`config.mk`:
```
export PLATFORM = sky130hd
export DESIGN_NAME = projectile_pool_flat
export DESIGN_NICKNAME = d
export VERILOG_FILES = /design/src/rtl/projectile_pool_pkg.sv /design/src/rtl/projectile_pool_if.sv /design/src/rtl/projectile_pool_proj_slot.sv /design/src/rtl/projectile_pool.sv /design/src/flat_wrapper.sv
export SDC_FILE = /design/constraint.sdc
export NUM_CORES = 1
export LEC_CHECK = 0
export ABC_AREA = 1
export BUFFER_PORTS_ARGS = -buffer_cell sky130_fd_sc_hd__buf_2
export CORE_MARGIN = 8
export CORE_UTILIZATION = 25
export DETAILED_ROUTE_END_ITERATION = 7
export SLEW_MARGIN = 30
export SYNTH_ARGS = -nofsm -noshare
export SYNTH_HDL_FRONTEND = slang
export SYNTH_SLANG_ARGS = --single-unit
```
`constraint.sdc`:
```
create_clock -name Clk -period 5.2 [get_ports Clk]
set_input_delay 0.26 -clock Clk [delete_from_list [all_inputs] [get_ports Clk]]
set_output_delay 0.26 -clock Clk [all_outputs]
set_load 0.02 [all_outputs]
```
`src/rtl/projectile_pool_pkg.sv`:
```
// Shared types and helpers for the multi-shot projectile pool.
// PROJ_ARC_EN adds a vertical velocity field to each slot.
package projectile_pool_pkg;

  localparam int unsigned COORD_W      = 10;
  localparam int unsigned SCREEN_X_MAX = 639;
  localparam int unsigned SCREEN_Y_MAX = 479;

  typedef struct packed {
    logic               active;
    logic               dir;
    logic [COORD_W-1:0] x;
    logic [COORD_W-1:0] y;
`ifdef PROJ_ARC_EN
    logic [5:0]         vy;
`endif
  } proj_slot_t;

  function automatic logic [COORD_W-1:0] abs_diff10(input logic [COORD_W-1:0] a,
                                                    input logic [COORD_W-1:0] b);
    return (a >= b) ? a - b : b - a;
  endfunction

endpackage

```
`src/rtl/projectile_pool_if.sv`:
```
// Frame, fire, geometry and status signals between the game logic and the projectile pool.
interface projectile_pool_if #(
  parameter int unsigned CNT_W = 3
);
  logic             frame_clk;
  logic             Fire;
  logic             Facing_Left;
  logic [9:0]       Shooter_X;
  logic [9:0]       Shooter_Y;
  logic [9:0]       Target_X;
  logic [9:0]       Target_Y;
  logic [9:0]       Target_Size;
  logic [9:0]       DrawX;
  logic [9:0]       DrawY;
  logic             is_proj;
  logic             hit_pulse;
  logic [CNT_W-1:0] hit_count;
  logic [CNT_W-1:0] active_count;
  logic             full;

  modport master (
    output frame_clk, Fire, Facing_Left, Shooter_X, Shooter_Y,
           Target_X, Target_Y, Target_Size, DrawX, DrawY,
    input  is_proj, hit_pulse, hit_count, active_count, full
  );

  modport slave (
    input  frame_clk, Fire, Facing_Left, Shooter_X, Shooter_Y,
           Target_X, Target_Y, Target_Size, DrawX, DrawY,
    output is_proj, hit_pulse, hit_count, active_count, full
  );
endinterface

```
`src/rtl/projectile_pool_proj_slot.sv`:
```
// One projectile slot: per-tick move, bound retire, target hit and spawn load.
// PROJ_ARC_EN enables the ballistic vertical motion and ground retire.
module proj_slot
  import projectile_pool_pkg::*;
#(
  parameter int unsigned X_STEP   = 4,
  parameter int unsigned X_MIN    = 0,
  parameter int unsigned X_MAX    = SCREEN_X_MAX
`ifdef PROJ_ARC_EN
  ,
  parameter int unsigned ARC_VY0  = 6,
  parameter int unsigned GROUND_Y = 400
`endif
) (
  input  logic       clk,
  input  logic       rst,
  input  logic       tick,
  input  logic       load,
  input  logic       load_dir,
  input  logic [9:0] load_x,
  input  logic [9:0] load_y,
  input  logic [9:0] target_x,
  input  logic [9:0] target_y,
  input  logic [9:0] target_size,
  output proj_slot_t slot,
  output logic       active_nxt_c,
  output logic       hit_c
);

  proj_slot_t nxt;
  logic       keep;
  logic [9:0] mx;
  logic [9:0] my;
`ifdef PROJ_ARC_EN
  logic signed [11:0] ny;
  logic [5:0]         nvy;
`endif

  // Bounds are tested on pre-move x so a left-moving shot never wraps.
  always_comb begin
    nxt   = slot;
    hit_c = 1'b0;
    keep  = 1'b0;
    mx    = slot.x;
    my    = slot.y;
    if (slot.dir) begin
      keep = slot.x >= 10'(X_MIN + X_STEP);
      mx   = slot.x - 10'(X_STEP);
    end else begin
      keep = (11'(slot.x) + 11'(X_STEP)) <= 11'(X_MAX);
      mx   = slot.x + 10'(X_STEP);
    end
`ifdef PROJ_ARC_EN
    ny  = $signed({2'b00, slot.y}) + $signed({{6{slot.vy[5]}}, slot.vy});
    nvy = (slot.vy == 6'd15) ? slot.vy : slot.vy + 6'd1;
    my  = ny[9:0];
    if (ny[11] || (ny >= $signed(12'(GROUND_Y)))) keep = 1'b0;
`endif
    if (tick) begin
      if (slot.active) begin
        if (keep) begin
          nxt.x = mx;
          nxt.y = my;
`ifdef PROJ_ARC_EN
          nxt.vy = nvy;
`endif
          if ((abs_diff10(mx, target_x) <= target_size) &&
              (abs_diff10(my, target_y) <= target_size)) begin
            hit_c      = 1'b1;
            nxt.active = 1'b0;
          end
        end else begin
          nxt.active = 1'b0;
        end
      end else if (load) begin
        nxt.active = 1'b1;
        nxt.dir    = load_dir;
        nxt.x      = load_x;
        nxt.y      = load_y;
`ifdef PROJ_ARC_EN
        nxt.vy     = -6'(ARC_VY0);
`endif
      end
    end
    active_nxt_c = nxt.active;
  end

  always_ff @(posedge clk or posedge rst) begin
    if (rst) slot <= '0;
    else     slot <= nxt;
  end

endmodule

```
`src/rtl/projectile_pool.sv`:
```
// Multi-shot projectile pool: frame tick detect, fire capture, cooldown, slot allocation and status.
// Optional macro PROJ_ARC_EN gives projectiles a ballistic arc.
module projectile_pool
  import projectile_pool_pkg::*;
#(
  parameter int unsigned NUM_PROJ        = 4,
  parameter int unsigned X_STEP          = 4,
  parameter int unsigned PROJ_SIZE       = 4,
  parameter int unsigned X_MIN           = 0,
  parameter int unsigned X_MAX           = SCREEN_X_MAX,
  parameter int unsigned COOLDOWN_FRAMES = 8
`ifdef PROJ_ARC_EN
  ,
  parameter int unsigned ARC_VY0         = 6,
  parameter int unsigned GROUND_Y        = 400
`endif
) (
  input logic               Clk,
  input logic               Reset,
  projectile_pool_if.slave  bus
);

  localparam int unsigned CNT_W = $clog2(NUM_PROJ + 1);
  localparam int unsigned CD_W  = (COOLDOWN_FRAMES > 0) ? $clog2(COOLDOWN_FRAMES + 1) : 1;

  proj_slot_t          slot_q [NUM_PROJ];
  logic [NUM_PROJ-1:0] load_c;
  logic [NUM_PROJ-1:0] hit_c;
  logic [NUM_PROJ-1:0] active_nxt_c;
  logic                frame_q;
  logic                fire_q;
  logic                fire_pending;
  logic [CD_W-1:0]     cooldown;
  logic                hit_pulse_q;
  logic                full_q;
  logic [CNT_W-1:0]    hit_count_q;
  logic [CNT_W-1:0]    active_count_q;
  logic [CNT_W-1:0]    hit_sum_c;
  logic [CNT_W-1:0]    active_sum_c;
  logic                tick_c;
  logic                spawn_c;
  logic                free_found_c;
  logic                is_proj_c;

  assign tick_c = bus.frame_clk & ~frame_q;

  // Priority encoder: only slots free at the start of the tick may be loaded.
  always_comb begin
    load_c       = '0;
    free_found_c = 1'b0;
    for (int i = 0; i < NUM_PROJ; i++) begin
      if (!free_found_c && !slot_q[i].active) begin
        load_c[i]    = 1'b1;
        free_found_c = 1'b1;
      end
    end
    spawn_c = tick_c & fire_pending & (cooldown == '0) & free_found_c;
    load_c  = load_c & {NUM_PROJ{spawn_c}};
  end

  for (genvar g = 0; g < NUM_PROJ; g++) begin : g_slot
    proj_slot #(
      .X_STEP   (X_STEP),
      .X_MIN    (X_MIN),
      .X_MAX    (X_MAX)
`ifdef PROJ_ARC_EN
      ,
      .ARC_VY0  (ARC_VY0),
      .GROUND_Y (GROUND_Y)
`endif
    ) u_slot (
      .clk          (Clk),
      .rst          (Reset),
      .tick         (tick_c),
      .load         (load_c[g]),
      .load_dir     (bus.Facing_Left),
      .load_x       (bus.Shooter_X),
      .load_y       (bus.Shooter_Y),
      .target_x     (bus.Target_X),
      .target_y     (bus.Target_Y),
      .target_size  (bus.Target_Size),
      .slot         (slot_q[g]),
      .active_nxt_c (active_nxt_c[g]),
      .hit_c        (hit_c[g])
    );
  end

  // Population counts and the pixel coverage OR.
  always_comb begin
    hit_sum_c    = '0;
    active_sum_c = '0;
    is_proj_c    = 1'b0;
    for (int i = 0; i < NUM_PROJ; i++) begin
      hit_sum_c    = hit_sum_c + CNT_W'(hit_c[i]);
      active_sum_c = active_sum_c + CNT_W'(active_nxt_c[i]);
      if (slot_q[i].active &&
          (abs_diff10(bus.DrawX, slot_q[i].x) <= 10'(PROJ_SIZE)) &&
          (abs_diff10(bus.DrawY, slot_q[i].y) <= 10'(PROJ_SIZE)))
        is_proj_c = 1'b1;
    end
  end

  // Every tick consumes a pending request: spawned, blocked by cooldown, or discarded when full.
  always_ff @(posedge Clk or posedge Reset) begin
    if (Reset) begin
      frame_q        <= 1'b0;
      fire_q         <= 1'b0;
      fire_pending   <= 1'b0;
      cooldown       <= '0;
      hit_pulse_q    <= 1'b0;
      hit_count_q    <= '0;
      active_count_q <= '0;
      full_q         <= 1'b0;
    end else begin
      frame_q        <= bus.frame_clk;
      fire_q         <= bus.Fire;
      active_count_q <= active_sum_c;
      full_q         <= (active_sum_c == CNT_W'(NUM_PROJ));
      hit_pulse_q    <= tick_c & (|hit_c);
      if (tick_c) hit_count_q <= hit_sum_c;
      if (bus.Fire & ~fire_q) fire_pending <= 1'b1;
      else if (tick_c)        fire_pending <= 1'b0;
      if (tick_c) begin
        if (spawn_c)              cooldown <= CD_W'(COOLDOWN_FRAMES);
        else if (cooldown != '0)  cooldown <= cooldown - CD_W'(1);
      end
    end
  end

  assign bus.is_proj      = is_proj_c;
  assign bus.hit_pulse    = hit_pulse_q;
  assign bus.hit_count    = hit_count_q;
  assign bus.active_count = active_count_q;
  assign bus.full         = full_q;

endmodule

```
`src/flat_wrapper.sv`:
```
// flat-port wrapper written by rule: the top's interface ports become plain ports
module projectile_pool_flat import projectile_pool_pkg::*;
#(
  parameter int unsigned NUM_PROJ        = 4,
  parameter int unsigned X_STEP          = 4,
  parameter int unsigned PROJ_SIZE       = 4,
  parameter int unsigned X_MIN           = 0,
  parameter int unsigned X_MAX           = SCREEN_X_MAX,
  parameter int unsigned COOLDOWN_FRAMES = 8

)
  (Clk, Reset, bus_frame_clk, bus_Fire, bus_Facing_Left, bus_Shooter_X, bus_Shooter_Y, bus_Target_X, bus_Target_Y, bus_Target_Size, bus_DrawX, bus_DrawY, bus_is_proj, bus_hit_pulse, bus_hit_count, bus_active_count, bus_full);
  projectile_pool_if #(.CNT_W(3)) bus_i ();
  input logic Clk;
  input logic Reset;
  input wire logic [$bits(bus_i.frame_clk)-1:0] bus_frame_clk;
  input wire logic [$bits(bus_i.Fire)-1:0] bus_Fire;
  input wire logic [$bits(bus_i.Facing_Left)-1:0] bus_Facing_Left;
  input wire logic [$bits(bus_i.Shooter_X)-1:0] bus_Shooter_X;
  input wire logic [$bits(bus_i.Shooter_Y)-1:0] bus_Shooter_Y;
  input wire logic [$bits(bus_i.Target_X)-1:0] bus_Target_X;
  input wire logic [$bits(bus_i.Target_Y)-1:0] bus_Target_Y;
  input wire logic [$bits(bus_i.Target_Size)-1:0] bus_Target_Size;
  input wire logic [$bits(bus_i.DrawX)-1:0] bus_DrawX;
  input wire logic [$bits(bus_i.DrawY)-1:0] bus_DrawY;
  output wire logic [$bits(bus_i.is_proj)-1:0] bus_is_proj;
  output wire logic [$bits(bus_i.hit_pulse)-1:0] bus_hit_pulse;
  output wire logic [$bits(bus_i.hit_count)-1:0] bus_hit_count;
  output wire logic [$bits(bus_i.active_count)-1:0] bus_active_count;
  output wire logic [$bits(bus_i.full)-1:0] bus_full;
  assign bus_i.frame_clk = bus_frame_clk;
  assign bus_i.Fire = bus_Fire;
  assign bus_i.Facing_Left = bus_Facing_Left;
  assign bus_i.Shooter_X = bus_Shooter_X;
  assign bus_i.Shooter_Y = bus_Shooter_Y;
  assign bus_i.Target_X = bus_Target_X;
  assign bus_i.Target_Y = bus_Target_Y;
  assign bus_i.Target_Size = bus_Target_Size;
  assign bus_i.DrawX = bus_DrawX;
  assign bus_i.DrawY = bus_DrawY;
  assign bus_is_proj = bus_i.is_proj;
  assign bus_hit_pulse = bus_i.hit_pulse;
  assign bus_hit_count = bus_i.hit_count;
  assign bus_active_count = bus_i.active_count;
  assign bus_full = bus_i.full;
  projectile_pool #(.NUM_PROJ(NUM_PROJ), .X_STEP(X_STEP), .PROJ_SIZE(PROJ_SIZE), .X_MIN(X_MIN), .X_MAX(X_MAX), .COOLDOWN_FRAMES(COOLDOWN_FRAMES)) u_core (.Clk(Clk), .Reset(Reset), .bus(bus_i));
endmodule
```
# Word level (Yosys, flattened, before mapping)
# Cells that the tools add are included.
[totals] out_inout_bits=9 register_bits=103 inputBits=75 word_cells=258
[classes] addsub=51 muxes=87 eq_ne=5 order_cmp=40 bitwise_logic=13 reduce_logical=38
[op_table] op="subtractor 10 bit" count=32
[op_table] op="2-to-1 mux 10 bit" count=20
[op_table] op="2-to-1 mux 22 bit" count=8
[op_table] op=">= comparator 10 bit" count=16
[op_table] op="2-to-1 mux 20 bit" count=8
[op_table] op="<= comparator 10 bit" count=8
[op_table] op="<= comparator 10 x 3 -> 1 bit, second input constant" count=8
[op_table] op="2-to-1 mux 1 bit" count=49
[op_table] op="adder 10 x 3 -> 11 bit, second input constant" count=4
[op_table] op="<= comparator 11 x 10 -> 1 bit, second input constant" count=4
[op_table] op="adder 10 x 3 -> 10 bit, second input constant" count=4
[op_table] op=">= comparator 10 x 3 -> 1 bit, second input constant" count=4
[op_table] op="subtractor 10 x 3 -> 10 bit, second input constant" count=4
[op_table] op="AND reduction 3 bit" count=8
[op_table] op="logical AND 1 bit" count=15
[op_table] op="adder 3 x 1 -> 3 bit" count=4
[op_table] op="nonzero test 2 bit" count=6
[op_table] op="2-to-1 mux 4 bit" count=2
[op_table] op="!= test 2 x 1 -> 1 bit, second input constant" count=4
[op_table] op="bitwise AND 1 bit" count=6
[op_table] op="NOT 1 bit" count=6
[op_table] op="logical NOT 1 bit" count=5
[op_table] op="adder 1 x 1 -> 2 bit" count=2
[op_table] op="bitwise AND 4 bit" count=1
[op_table] op="6 further kinds" count=6

# Depth between registers and ports, before layout
# Gate-level depths: netlist of the first run.
[logic_depth] word_depth=18 mapped_depth=34 depth_no_buf=33

# By module
# A second synthesis of the first run with hierarchy kept.
[unflattened] cells_unflattened=4086 area_unflattened_um2=24676.2
[by_module_without_submodules] module="projectile_pool" cells_per_inst=1681 area_per_inst_um2=9097.5 n_inst=1 seq_area_each_um2=375.4
[by_module_without_submodules] module="proj_slot (u_core.g_slot[1].u_slot ...)" cells_per_inst=598 area_per_inst_um2=3878.7 n_inst=2 seq_area_each_um2=550.5
[by_module_without_submodules] module="proj_slot (u_core.g_slot[0].u_slot)" cells_per_inst=605 area_per_inst_um2=3950.0 n_inst=1 seq_area_each_um2=550.5
[by_module_without_submodules] module="proj_slot (u_core.g_slot[2].u_slot)" cells_per_inst=604 area_per_inst_um2=3871.2 n_inst=1 seq_area_each_um2=550.5

# Least setup slack after synthesis of the first run
# No wires, ideal clock.
[synth_timing] kind="flip-flop to flip-flop" start="register u_core.g_slot[0].u_slot.slot[12] (netlist bit)" end="register u_core.full_q (netlist: u_core.bus.full)" path_slack_ps=-69 n_path_buf=2 arrival_ps=5181 period_less_slack_ps=5269 path_stages_with_launch=32 t_required_ps=5112 setup_time_ps=88 path_cell_list="dfrtp_1 inv_1 ha_1 nand2_1 nor3_1 o21ai_0 xor2_1 inv_1 ha_1 clkbuf_2 nand2_1 inv_1 a221oi_1 o2111ai_2 buf_4 inv_1 nand2_1 nand2_1 inv_1 ha_1 nand4_1 nor3_1 o21ai_0 o211ai_1 nand2_1 nand2_1 nand2_1 a22oi_1 ha_1 fa_1 ha_1 nor3b_1"
[synth_via] elab_chain_len=14 elab_cells_between_ends=21 cone_classes="add/sub: 8; order compare: 4; eq/ne: 1; mux: 7; reduce/logical: 1"
[synth_lines] element="start, declared" line="projectile_pool_proj_slot.sv:25" source="output proj_slot_t slot,"
[synth_lines] element="start signal, assigned" line="projectile_pool_proj_slot.sv:90" source="else slot <= nxt;"
[synth_lines] element="adder 10 x 3 -> 10 bit or subtractor 10 x 3 -> 10 bit (tied branches)" line="projectile_pool_proj_slot.sv:51, projectile_pool_proj_slot.sv:48"
[synth_lines] element="2-to-1 mux 10 bit" line="projectile_pool_proj_slot.sv:46" source="if (slot.dir) begin"
[synth_lines] element="subtractor 10 bit or >= comparator 10 bit (tied branches)" line="projectile_pool_pkg.sv:21" source="return (a >= b) ? a - b : b - a;"
[synth_lines] element="2-to-1 mux 10 bit" line="projectile_pool_pkg.sv:21"
[synth_lines] element="<= comparator 10 bit" line="projectile_pool_proj_slot.sv:67" source="if ((abs_diff10(mx, target_x) <= target_size) &&"
[synth_lines] element="logical AND 1 bit" line="projectile_pool_proj_slot.sv:67"
[synth_lines] element="2-to-1 mux 1 bit" line="projectile_pool_proj_slot.sv:67"
[synth_lines] element="2-to-1 mux 1 bit *" line="projectile_pool_proj_slot.sv:61" source="if (keep) begin"
[synth_lines] element="2-to-1 mux 1 bit *" line="projectile_pool_proj_slot.sv:60" source="if (slot.active) begin"
[synth_lines] element="2-to-1 mux 22 bit *" line="projectile_pool_proj_slot.sv:59" source="if (tick) begin"
[synth_lines] element="via u_core.g_slot[0].u_slot.active_nxt_c" line="projectile_pool_proj_slot.sv:26" source="output logic active_nxt_c,"
[synth_lines] element="adder 1 x 1 -> 2 bit *" line="projectile_pool.sv:95" source="active_sum_c = active_sum_c + CNT_W'(active_nxt_c[i]);"
[synth_lines] element="adder 3 x 1 -> 3 bit * (2 in a row)" line="projectile_pool.sv:95"
[synth_lines] element="via u_core.active_sum_c[1]" line="projectile_pool.sv:39" source="logic [CNT_W-1:0] active_sum_c;"
[synth_lines] element="== test 3 bit *" line="projectile_pool.sv:118" source="full_q <= (active_sum_c == CNT_W'(NUM_PROJ));"
[synth_lines] element="end signal, assigned" line="projectile_pool.sv:118"
[synth_lines] element="end, declared" line="projectile_pool.sv:35" source="logic full_q;"
# The timed path passes the listed nets; every way through them passes the cells marked *.
# A chain may end at the register's enable or synchronous reset.

# Worst setup path after layout of the first run
# Same ends and word-level chain as after synthesis.

==> run summary, run 1 <==
Antenna cells: 0
Site row count: 110
Clock sinks: 103
Gr busiest metal: met2
CP Data Required Time: 5.50 ns
GR Util met1: 0.2120
Antenna-violating nets left: 0
Critical path's slowest cell: dfrtp_1
Slew headroom: 0.4537
Routed wire per std cell: 16.63 um
Fin area: 0.02684 mm^2
First-pass DRT Iterations: 6
Die Footprint: 0.1003 mm^2
Grt ovf: 0
Met2 Use GR: 0.2706
Worst Skew: 0.01316 ns
Non-Filler Instances: 4984
Number of buffers created by CTS: 9
DP Wirelength: 71120 um
Outcome: complete, but fails checks
Mapped Cells: 3520
Pin count of the biggest net entering global routing: 58
Fillers: 9955
Placed cell area: 0.02587 mm^2
Clock Path Buffers: 2
Hold Violations, Final: 0
Root buffer cell: clkbuf_16
Met3 GRT Util: 0.02476
Vias in the first global route: 23110
RePlAce Congestion: 0.9452
Iter 0 DRT Violations: 1900
Combinational power share: 0.880
Synth Area per Inst: 6.420 um^2
WS Path Type: reg2reg
Die width: 316.7 um
WL final: 82870 um
Tcrit/Tclk final: 1.000
# DRC: 0
Critical Path Max Stage Delay: 0.42 ns
Initial antenna violation count: 5
Placed Instances: 4946
Clock share of power: 0.043
Min Tclk post-route: 5.202 ns
Hold Crit Class: in2reg
Total of max-cap violations: 0
Routed vias: 24133
CP dominant cell by count: nand2_2
Initial Utilization: 0.2515
Flops & latches, synth: 103
Core Area: 0.08987 mm^2
Sw frac: 0.5492
Post-Place Worst Slack: -0.3770 ns
RSZ-0062 raised after global routing: true
Failing checks: negative setup slack
Number of synthesized flops with an enable pin: 0
Worst-path fanout max: 4
Final setup vio count: 1
Peak VDD IR: 398.6 uV
Slew Viols, Final: 0
Share of layout cells above drive strength 1: 0.1565
Worst-Margin Slew: 0.8194 ns
Port bufs: 83
Power Internal: 7.816 mW
Critical Path Start Type: flip-flop
Post-DR vias/cell: 4.842
Multi-input gate area: 0.01788 mm^2
WP data arrival: 5.51 ns
Reg clk slew, reported paths: 0.09 ns
Yosys cell types: 68
Total Routing Usage GR: 0.1586
Sequential fraction of the synthesis area: 0.1141
Ports: 84
Lkg Pwr: 14.46 nW
Sequential power share: 0.077
Sequential cell area: 0.002587 mm^2
Psw: 9.521 mW
CTS tree: yes
Die span in y: 316.7 um
Syn nets: 4019
Nets: 4302
PD cells: 645.9 mW/mm^2
First-pass GRT wire length: 125900 um
Ys Warns: 0
CP Capture Type: flip-flop
Worst setup margin: -0.002005 ns
Ys flop type: dfrtp_1
Layout area overhead: 18.77%
FMAX: 192.2 MHz
Cell Area, Synth: 0.02260 mm^2
Htree depth: 3
Asr flop ratio synth: 1.000
Post-route setup TNS: -0.002005 ns
Worst skew pair latency: 0.38 ns
[cell families after synthesis]
kind of cell / Yosys count / synth area share
compound gates: 718 / 0.1858
xor+xnor: 158 / 0.06123
fa+ha+maj: 424 / 0.2407
buf+inv: 664 / 0.1152
flops: 103 / 0.1141
mux: 31 / 0.01478
simple gates: 1422 / 0.2682
[timing repair]
| action | 4_1_cts | 5_1_grt |
|---|---|---|
| pin swaps | 6 | 52 |
| gates resized for setup | 20 | 119 |
| buffers inserted | 3 | 16 |
| endpoints found under the hold margin | 48 | 0 |
| hold buffers | 3 | 0 |
| setup endpoints to repair | 7 | 7 |
[metal layers]
| metal | vias up | routed length (um) |
|---|---|---|
| li1 | 12056 | - |
| met1 | 11296 | 37620 |
| met2 | 693 | 38610 |
| met3 | 88 | 5292 |
| met4 | 0 | 1348 |
| met5 | - | 0 |
[final timing paths]
path	startpoint	to	slack (ns)	cells after the start
worst max-delay path	u_core.g_slot[0].u_slot.slot[12]	u_core.bus.full	-0.002	31
worst min-delay path	bus_Shooter_Y[8]	u_core.g_slot[0].u_slot.my[8]	0.15	3
worst max register to register	u_core.g_slot[0].u_slot.slot[12]	u_core.bus.full	-0.002	31
worst min register to register	u_core.fire_q	u_core.fire_pending	0.42	1
max in group asynchronous	Reset	u_core.g_slot[1].u_slot.slot[13]	3.36	4
min in group asynchronous	Reset	u_core.g_slot[3].u_slot.my[5]	0.50	3
[per-stage QoR]
stage | utilization | hold slack, ns | total power, mW
finish | 0.2987 | 0.1487 | 17.34
global route | 0.2987 | 0.1546 | 19.11
CTS | 0.2927 | 0.1241 | 16.53
detailed placement | 0.2879 | 0.3763 | 15.54
global placement | 0.2879 | 0.3696 | 15.43
floorplan | - | 0.2914 | 10.88
[synth_stat cells (8+ instances only)]
library cell | number | area, um^2
fa_1 | 18 | 360.4
inv_2 | 13 | 48.80
a21o_1 | 21 | 157.7
mux2i_1 | 12 | 120.1
buf_4 | 8 | 60.06
or2_2 | 8 | 50.05
xnor2_1 | 17 | 148.9
nand2_2 | 23 | 143.9
a221oi_1 | 19 | 166.4
xor2_1 | 141 | 1235
o21ai_0 | 221 | 1106
dfrtp_1 | 103 | 2577
buf_2 | 22 | 110.1
mux2_2 | 18 | 202.7
o22ai_1 | 30 | 187.7
o31ai_1 | 10 | 75.07
ha_1 | 406 | 5080
nand2_1 | 885 | 3322
o21bai_1 | 22 | 165.2
o21ai_2 | 27 | 236.5
o21ai_1 | 35 | 175.2
inv_1 | 589 | 2211
nand3_1 | 184 | 920.9
clkbuf_1 | 21 | 78.83
nand4_1 | 46 | 287.8
o211ai_1 | 10 | 75.07
nor3_1 | 28 | 140.1
nand3b_1 | 10 | 75.07
a21oi_1 | 260 | 1301
a211oi_1 | 12 | 90.09
nor2_1 | 195 | 732.0
nor2_2 | 16 | 100.1
[final cells by class]
| cell class | count | area share |
|---|---|---|
| clock buffers | 9 | 0.008390 |
| clock inverters | 7 | 0.002890 |
| inverters | 603 | 0.08451 |
| multi-input cells | 2753 | 0.6663 |
| flip-flops and latches | 103 | 0.09640 |
| well taps | 1176 | 0.05482 |
| repair buffers | 333 | 0.08670 |
[power groups by stage]
stage | clock, mW | sequential (mW) | combinational (mW)
after floorplan | 0 | 1.24 | 9.63
after global placement | 0 | 1.33 | 14.1
after detailed placement | 0 | 1.33 | 14.2
after CTS | 0.754 | 1.32 | 14.5
after global routing | 0.776 | 1.37 | 17.0
final | 0.744 | 1.34 | 15.3
[worst max-delay path, delay by kind of cell (launching register included)]
family | cells | cell delay, ns
buffers and inverters | 4 | 0.46
adders and majority gates | 5 | 1.43
and+or+nand+nor | 12 | 1.33
DFF | 1 | 0.42
xor gates and xnor gates | 1 | 0.18
AOI/OAI and AO/OA | 9 | 1.30
[layout by cell type, fill, tap and decap left out, drive strengths merged, types with 6 or more instances in the layout]
cell type  synthesis  layout
xnor2             17      17
a221oi            19      19
o22ai             30      30
nand3            191     191
mux2              19      19
o21a               6       6
buf               35     330
a21o              21      21
a21oi            267     267
ha               406     406
o21ai            283     283
or2                8       8
fa                18      18
o211ai            11      11
inv              602     605
nand2            910     910
nand4             50      50
mux2i             12      12
xor2             141     141
nand3b            11      11
nor2             214     214
o2111ai           10      10
a211oi            12      12
o31ai             10      10
o21bai            25      25
nor3              30      30
dfrtp            103     103
clkbuf            26       9
[sequential cells by signal, indices dropped and copies added (netlist names), named ones only]
signal / count
u_core.bus.hit_pulse: 1
u_core.frame_q: 1
u_core.bus.hit_count: 3
u_core.fire_pending: 1
u_core.g_slot.u_slot.slot: 40
u_core.bus.full: 1
u_core.fire_q: 1
u_core.g_slot.u_slot.my: 40
u_core.cooldown: 4
u_core.bus.active_count: 3
Note: power is estimated with default switching activity, not from simulation.
==> run 2, diff against run 1 <==
--- a/config.mk
+++ b/config.mk
@@ -5,7 +5,6 @@
 export SDC_FILE = /design/constraint.sdc
 export NUM_CORES = 1
 export LEC_CHECK = 0
-export ABC_AREA = 1
 export BUFFER_PORTS_ARGS = -buffer_cell sky130_fd_sc_hd__buf_2
 export CORE_MARGIN = 8
 export CORE_UTILIZATION = 25
==> constraint.sdc (replaced) <==
create_clock -name Clk -period 5.1 [get_ports Clk]
set_input_delay 0.255 -clock Clk [delete_from_list [all_inputs] [get_ports Clk]]
set_output_delay 0.255 -clock Clk [all_outputs]
set_load 0.02 [all_outputs]
==> run summary, run 2 <==
Outcome: complete, but fails checks
Failing checks: negative setup slack
Layout area overhead: 33.32%
WP data arrival: 6.00 ns
Grt ovf: 0
RePlAce Congestion: 0.9354
Sequential power share: 0.087
Power Internal: 9.209 mW
Mapped Cells: 2453
Worst Skew: 0.01437 ns
Routed vias: 19778
CP Capture Type: flip-flop
CP dominant cell by count: ha_4
Worst skew pair latency: 0.37 ns
Critical path's slowest cell: dfrtp_2
Port bufs: 83
Clock Path Buffers: 2
Nets: 3500
Synth top area cells: ha_1 (26%), dfrtp_1 (13%), a21oi_1 (5.6%), o21ai_0 (4.7%), inv_1 (4.6%)
Ys flop type: dfrtp_1
Cell with the most instances after synthesis: ha_1
# DRC: 0
Top cells by count, synth: ha_1 (406), inv_1 (238), a21oi_1 (218), nand2_1 (182), o21ai_0 (181)
FMAX: 175.4 MHz
Initial antenna violation count: 3
Site row count: 102
Asr flop ratio synth: 1.000
Clock sinks: 103
CTS tree: yes
Most frequent cells in the layout: buf_4 (516), ha_1 (390), inv_1 (225), a21oi_1 (211), nand2_1 (180)
Reg2reg path depth: 24
PD cells: 694.1 mW/mm^2
WS Path Type: reg2reg
First-pass GRT wire length: 111700 um
Total of max-cap violations: 0
DP Wirelength: 61680 um
Ports: 84
Synth Area per Inst: 7.894 um^2
Core Area: 0.07708 mm^2
Combinational power share: 0.873
First-pass DRT Iterations: 5
Share of layout cells above drive strength 1: 0.2725
Hold Violations, Final: 0
Fillers: 8141
Hold Crit Class: in2async
Peak VDD IR: 267.2 uV
Initial Utilization: 0.2512
Htree depth: 3
Routed wire per std cell: 18.11 um
Clock share of power: 0.040
Critical Path Max Stage Delay: 0.45 ns
Ys Warns: 0
Min Tclk post-route: 5.703 ns
Worst flop-to-flop path startpoint: u_core.g_slot[1].u_slot.slot[15]
Post-DR vias/cell: 4.887
Syn nets: 2952
Psw: 8.711 mW
Worst-path fanout max: 7
Cells along the critical path: inv_2 > nand3_4 > or3_1 > o22a_1 > xnor2_2 > ha_4 > or2_4 > a21o_4 > a221oi_4 > o311ai_4 > a211oi_2 > o21bai_1 > a21oi_1 > xnor2_1 > ha_1 > a21o_1 > a21oi_2 > o21ai_1 > a22o_1 > a221o_1 > ha_4 > fa_2 > ha_4 > nor3b_2
Sequential fraction of the synthesis area: 0.1331
Slew headroom: 0.4344
Reg clk slew, reported paths: 0.09 ns
Cell Area, Synth: 0.01936 mm^2
Tot Pwr: 17.92 mW
Vias in the first global route: 19143
Final setup vio count: 8
Flops & latches, synth: 103
Sw frac: 0.4861
Yosys cell types: 92
Number of synthesized flops with an enable pin: 0
Slew Viols, Final: 0
Critical Path Start Type: flip-flop
RSZ-0062 raised after global routing: true
Die width: 294.3 um
Commonest non-fill, non-tap cell in the layout: buf_4
WL final: 73300 um
Tcrit/Tclk final: 1.118
Final hold slack: 0.02529 ns
Dominant cell type by area after synthesis: ha_1
R2r setup slk: -0.60 ns
Worst-Margin Slew: 0.8375 ns
Lkg Pwr: 12.47 nW
Antenna-violating nets left: 0
CP Data Required Time: 5.40 ns
Worst setup margin: -0.6026 ns
Reg2reg end: u_core.bus.full
Crit path launch: u_core.g_slot[1].u_slot.slot[15]
Pin count of the biggest net entering global routing: 61
Die Footprint: 0.08662 mm^2
Die span in y: 294.3 um
Iter 0 DRT Violations: 1370
Number of buffers created by CTS: 9
Root buffer cell: clkbuf_16
Area fraction of the dominant cell type after synthesis: 0.2623
Total Routing Usage GR: 0.1630
-- run 2: how the worst max path moves through the flow --
stage          slack [ns]               to  cells past startpoint
2_1_floorplan       -0.29  u_core.bus.full                     24
3_3_place_gp        -0.75  u_core.bus.full                     24
3_5_place_dp        -0.77  u_core.bus.full                     26
4_1_cts             -0.57  u_core.bus.full                     24
5_1_grt             -0.86  u_core.bus.full                     25
6_report            -0.60  u_core.bus.full                     24
-- run 2: power by group through the flow --
stage | clock (mW) | sequential (mW) | combinational, mW
after floorplan | 0 | 1.45 | 8.87
after global placement | 0 | 1.52 | 14.1
after CTS | 0.729 | 1.53 | 15.0
final | 0.722 | 1.55 | 15.6
after global routing | 0.757 | 1.59 | 17.2
after detailed placement | 0 | 1.53 | 14.2
-- run 2: worst max-delay path, delay by kind of cell, from the launching register on --
family | cells | cell delay, ns
fa+ha+maj | 5 | 1.37
flops | 1 | 0.45
simple gates | 4 | 0.78
xor+xnor | 2 | 0.47
compound gates | 12 | 2.44
buf+inv | 1 | 0.09
-- run 2: timing repair --
item	in CTS	in global routing
setup buffers	25	11
pin swaps	55	42
resized for setup	77	47
hold endpoints to repair	1	0
endpoints found under the setup margin	10	9
hold buffers	1	0
-- run 2: per-stage QoR --
stage / setup TNS (ns) / util / setup slack [ns] / area [um^2] / cells
6_report: -3.381 / 0.3349 / -0.6026 / 25820 / 4047
3_5_place_dp: -4.487 / 0.3200 / -0.7735 / 24670 / 3993
2_1_floorplan: -0.7639 / - / -0.2890 / 19580 / 2453
4_1_cts: -2.415 / 0.3307 / -0.5657 / 25490 / 4035
3_3_place_gp: -4.463 / 0.3200 / -0.7501 / 24670 / 3993
5_1_grt: -5.451 / 0.3349 / -0.8561 / 25810 / 4046
-- run 2: area by class of cell --
type	count	area (um^2)	share of cell area
clock buffers	9	225.2	0.008724
flip-flops and latches	103	2586	0.1002
repair buffers	604	4348	0.1684
inverters	239	900.9	0.03490
diodes	1	2.502	0.00009693
multi-input cells	2044	16380	0.6345
clock inverters	7	71.32	0.002763
well taps	1040	1301	0.05040
-- run 2: logic make-up (layout without fill, tap and decap cells) --
kind of cell,Yosys count,in the layout,share of synthesized area
compound gates,755,755,0.2546
mux,100,100,0.05415
flops,103,103,0.1331
buf+inv,306,859,0.06009
xor+xnor,129,129,0.05835
simple gates,636,636,0.1588
fa+ha+maj,424,424,0.2810
other cells,0,1,0
-- run 2: layer usage --
metal	GRT usage	share of wire	vias to the layer above
li1	-	-	9948
met1	0.2268	0.48	9205
met2	0.2627	0.45	516
met5	0	0.00011	-
met4	0.06020	0.036	2
met3	0.01144	0.040	107
==> run 3, diff against run 2 <==
--- a/config.mk
+++ b/config.mk
@@ -12,4 +12,5 @@
 export SLEW_MARGIN = 30
 export SYNTH_ARGS = -nofsm -noshare
 export SYNTH_HDL_FRONTEND = slang
+export SYNTH_HIERARCHICAL = 1
 export SYNTH_SLANG_ARGS = --single-unit
==> run summary, run 3 <==
Slew Viols, Final: 0
Worst Skew: 0.01560 ns
Initial Utilization: 0.2512
Layout area overhead: 25.75%
Critical path's slowest cell: fa_1
Mapped Cells: 2796
Nets: 3737
Total Routing Usage GR: 0.1602
Failing checks: negative setup slack
Cell Area, Synth: 0.02173 mm^2
Worst skew pair latency: 0.39 ns
Number of synthesized flops with an enable pin: 0
CP Data Required Time: 5.44 ns
Total of max-cap violations: 0
Synth top area cells: ha_1 (23%), dfrtp_1 (12%), inv_1 (6.7%), a21oi_1 (5.2%), o21ai_0 (3.3%)
Slew headroom: 0.3543
RSZ-0062 raised after global routing: true
Yosys cell types: 109
Sequential power share: 0.113
Antenna-violating nets left: 0
Worst-path fanout max: 6
Cell with the most instances after synthesis: ha_1
First-pass GRT wire length: 123700 um
Critical Path Start Type: flip-flop
Min Tclk post-route: 5.431 ns
Die Footprint: 0.09659 mm^2
WS Path Type: reg2reg
Worst-Margin Slew: 0.9686 ns
DP Wirelength: 68370 um
Number of buffers created by CTS: 9
Syn nets: 3296
CP Capture Type: flip-flop
Power Internal: 5.011 mW
Top cells by count, synth: ha_1 (407), inv_1 (386), a21oi_1 (226), nand2_1 (186)
PD cells: 359.4 mW/mm^2
Core Area: 0.08648 mm^2
Final setup vio count: 6
RePlAce Congestion: 0.9540
Clock sinks: 103
Sw frac: 0.4897
Outcome: complete, but fails checks
Grt ovf: 0
First-pass DRT Iterations: 7
Sequential fraction of the synthesis area: 0.1186
FMAX: 184.1 MHz
Iter 0 DRT Violations: 1887
Critical Path Max Stage Delay: 0.53 ns
Tcrit/Tclk final: 1.065
Worst setup margin: -0.3308 ns
WL final: 81320 um
Clock share of power: 0.080
# DRC: 0
Share of layout cells above drive strength 1: 0.2369
Most frequent cells in the layout: buf_4 (438), ha_1 (392), inv_1 (373), a21oi_1 (221), nand2_1 (185)
Synth Area per Inst: 7.770 um^2
Hold Violations, Final: 0
Initial antenna violation count: 7
Hold Crit Class: in2reg
Port bufs: 83
Ys Warns: 6
Combinational power share: 0.807
Htree depth: 3
Dominant cell type by area after synthesis: ha_1
CTS tree: yes
Peak VDD IR: 202.0 uV
Final hold slack: 0.1817 ns
Lkg Pwr: 13.22 nW
WP data arrival: 5.77 ns
Ports: 84
Ys flop type: dfrtp_1
Die width: 310.8 um
Non-Filler Instances: 4398
Die span in y: 310.8 um
Root buffer cell: clkbuf_16
Fillers: 9246
Post-DR vias/cell: 5.073
Routed wire per std cell: 18.49 um
Reg clk slew, reported paths: 0.10 ns
Vias in the first global route: 21537
Asr flop ratio synth: 1.000
Placed Instances: 4331
Clock Path Buffers: 2
Flops & latches, synth: 103
Area fraction of the dominant cell type after synthesis: 0.2344
Routed vias: 22310
Pin count of the biggest net entering global routing: 28
Psw: 4.808 mW
Commonest non-fill, non-tap cell in the layout: buf_4
Site row count: 108
## run 3: cell count changes after synthesis, sizes merged, moves of 11 or more
cell / before / now
nor2b: 33 / 53
mux2: 38 / 66
o21ai: 187 / 155
a211oi: 17 / 36
and2: 10 / 21
nor2: 157 / 145
a21oi: 219 / 235
xnor2: 99 / 77
a31oi: 20 / 38
buf: 12 / 54
o211ai: 15 / 31
nand2b: 13 / 41
inv: 238 / 386
## run 3: routing by layer
metal,track usage,wire (um),vias up
met5,0,8,-
met4,0.04572,2620,2
met3,0.03472,6487,137
met2,0.2572,35980,819
met1,0.2146,36220,10530
li1,-,-,10822
## run 3: final timing paths
kind,startpoint,to,slack (ns),depth (start not counted)
max reg2reg,u_core/g_slot[3].u_slot/slot[13],u_core/bus.hit_count[1],-0.33,28
min reg2reg,u_core/fire_q,u_core/fire_pending,0.42,1
min in group asynchronous,Reset,u_core/g_slot[0].u_slot/slot[21],0.55,3
min,bus_Shooter_Y[1],u_core/g_slot[0].u_slot/my[1],0.18,3
max in group asynchronous,Reset,u_core/g_slot[2].u_slot/slot[13],4.05,3
max,u_core/g_slot[3].u_slot/slot[13],u_core/bus.hit_count[1],-0.33,28
## run 3: kinds of logic after synthesis
family,count (synthesis),synth area share
xor+xnor,117,0.04717
flops,103,0.1186
simple gates,712,0.1676
fa+ha+maj,425,0.2510
mux,136,0.06790
buf+inv,490,0.09266
compound gates,813,0.2550
## run 3: power groups by stage
stage,Combinational [mW],Sequential (mW),Clock [mW]
finish,7.92,1.11,0.786
global route,8.68,1.13,0.838
CTS,7.65,1.10,0.804
detailed placement,7.32,1.11,0
global placement,7.28,1.11,0
floorplan,4.64,1.11,0
## run 3: cell type report
cell class	count	area, um^2	share of cell area
Antenna cell	1	2.502	0.00009160
Clock buffer	9	225.2	0.008244
Clock inverter	7	86.33	0.003160
Inverter	387	1453	0.05317
Multi-Input combinational cell	2203	17680	0.6472
Sequential cell	103	2584	0.09457
Tap cell	1155	1445	0.05290
Timing Repair Buffer	533	3844	0.1407
## run 3: through the flow
step | utilization | total power [mW] | cell area (um^2) | setup WS, ns | setup TNS (ns)
2_1_floorplan | - | 5.755 | 21910 | -0.07951 | -0.1033
3_3_place_gp | 0.3026 | 8.389 | 26170 | -0.3884 | -1.931
3_5_place_dp | 0.3026 | 8.434 | 26170 | -0.4580 | -2.290
4_1_cts | 0.3123 | 9.551 | 27010 | -0.2193 | -0.7857
5_1_grt | 0.3159 | 10.65 | 27320 | -0.4821 | -2.498
6_report | 0.3159 | 9.819 | 27320 | -0.3308 | -1.248
## run 3: what timing repair did
action | in CTS | in global routing
gates resized for setup | 56 | 44
hold endpoints to repair | 23 | 0
setup buffers | 32 | 16
hold buffers | 3 | 0
setup endpoints to repair | 8 | 8
pin swaps | 34 | 40
## run 3: worst max-delay path: cells and delay by family (launching register included)
kind / cells / cell delay (ns)
buffers and inverters: 5 / 0.45
multiplexers: 1 / 0.28
XOR/XNOR: 1 / 0.22
AND/OR/NAND/NOR: 11 / 1.62
AO/OA/AOI/OAI: 5 / 0.92
flip-flops: 1 / 0.40
adder cells (fa/ha/maj): 5 / 1.47
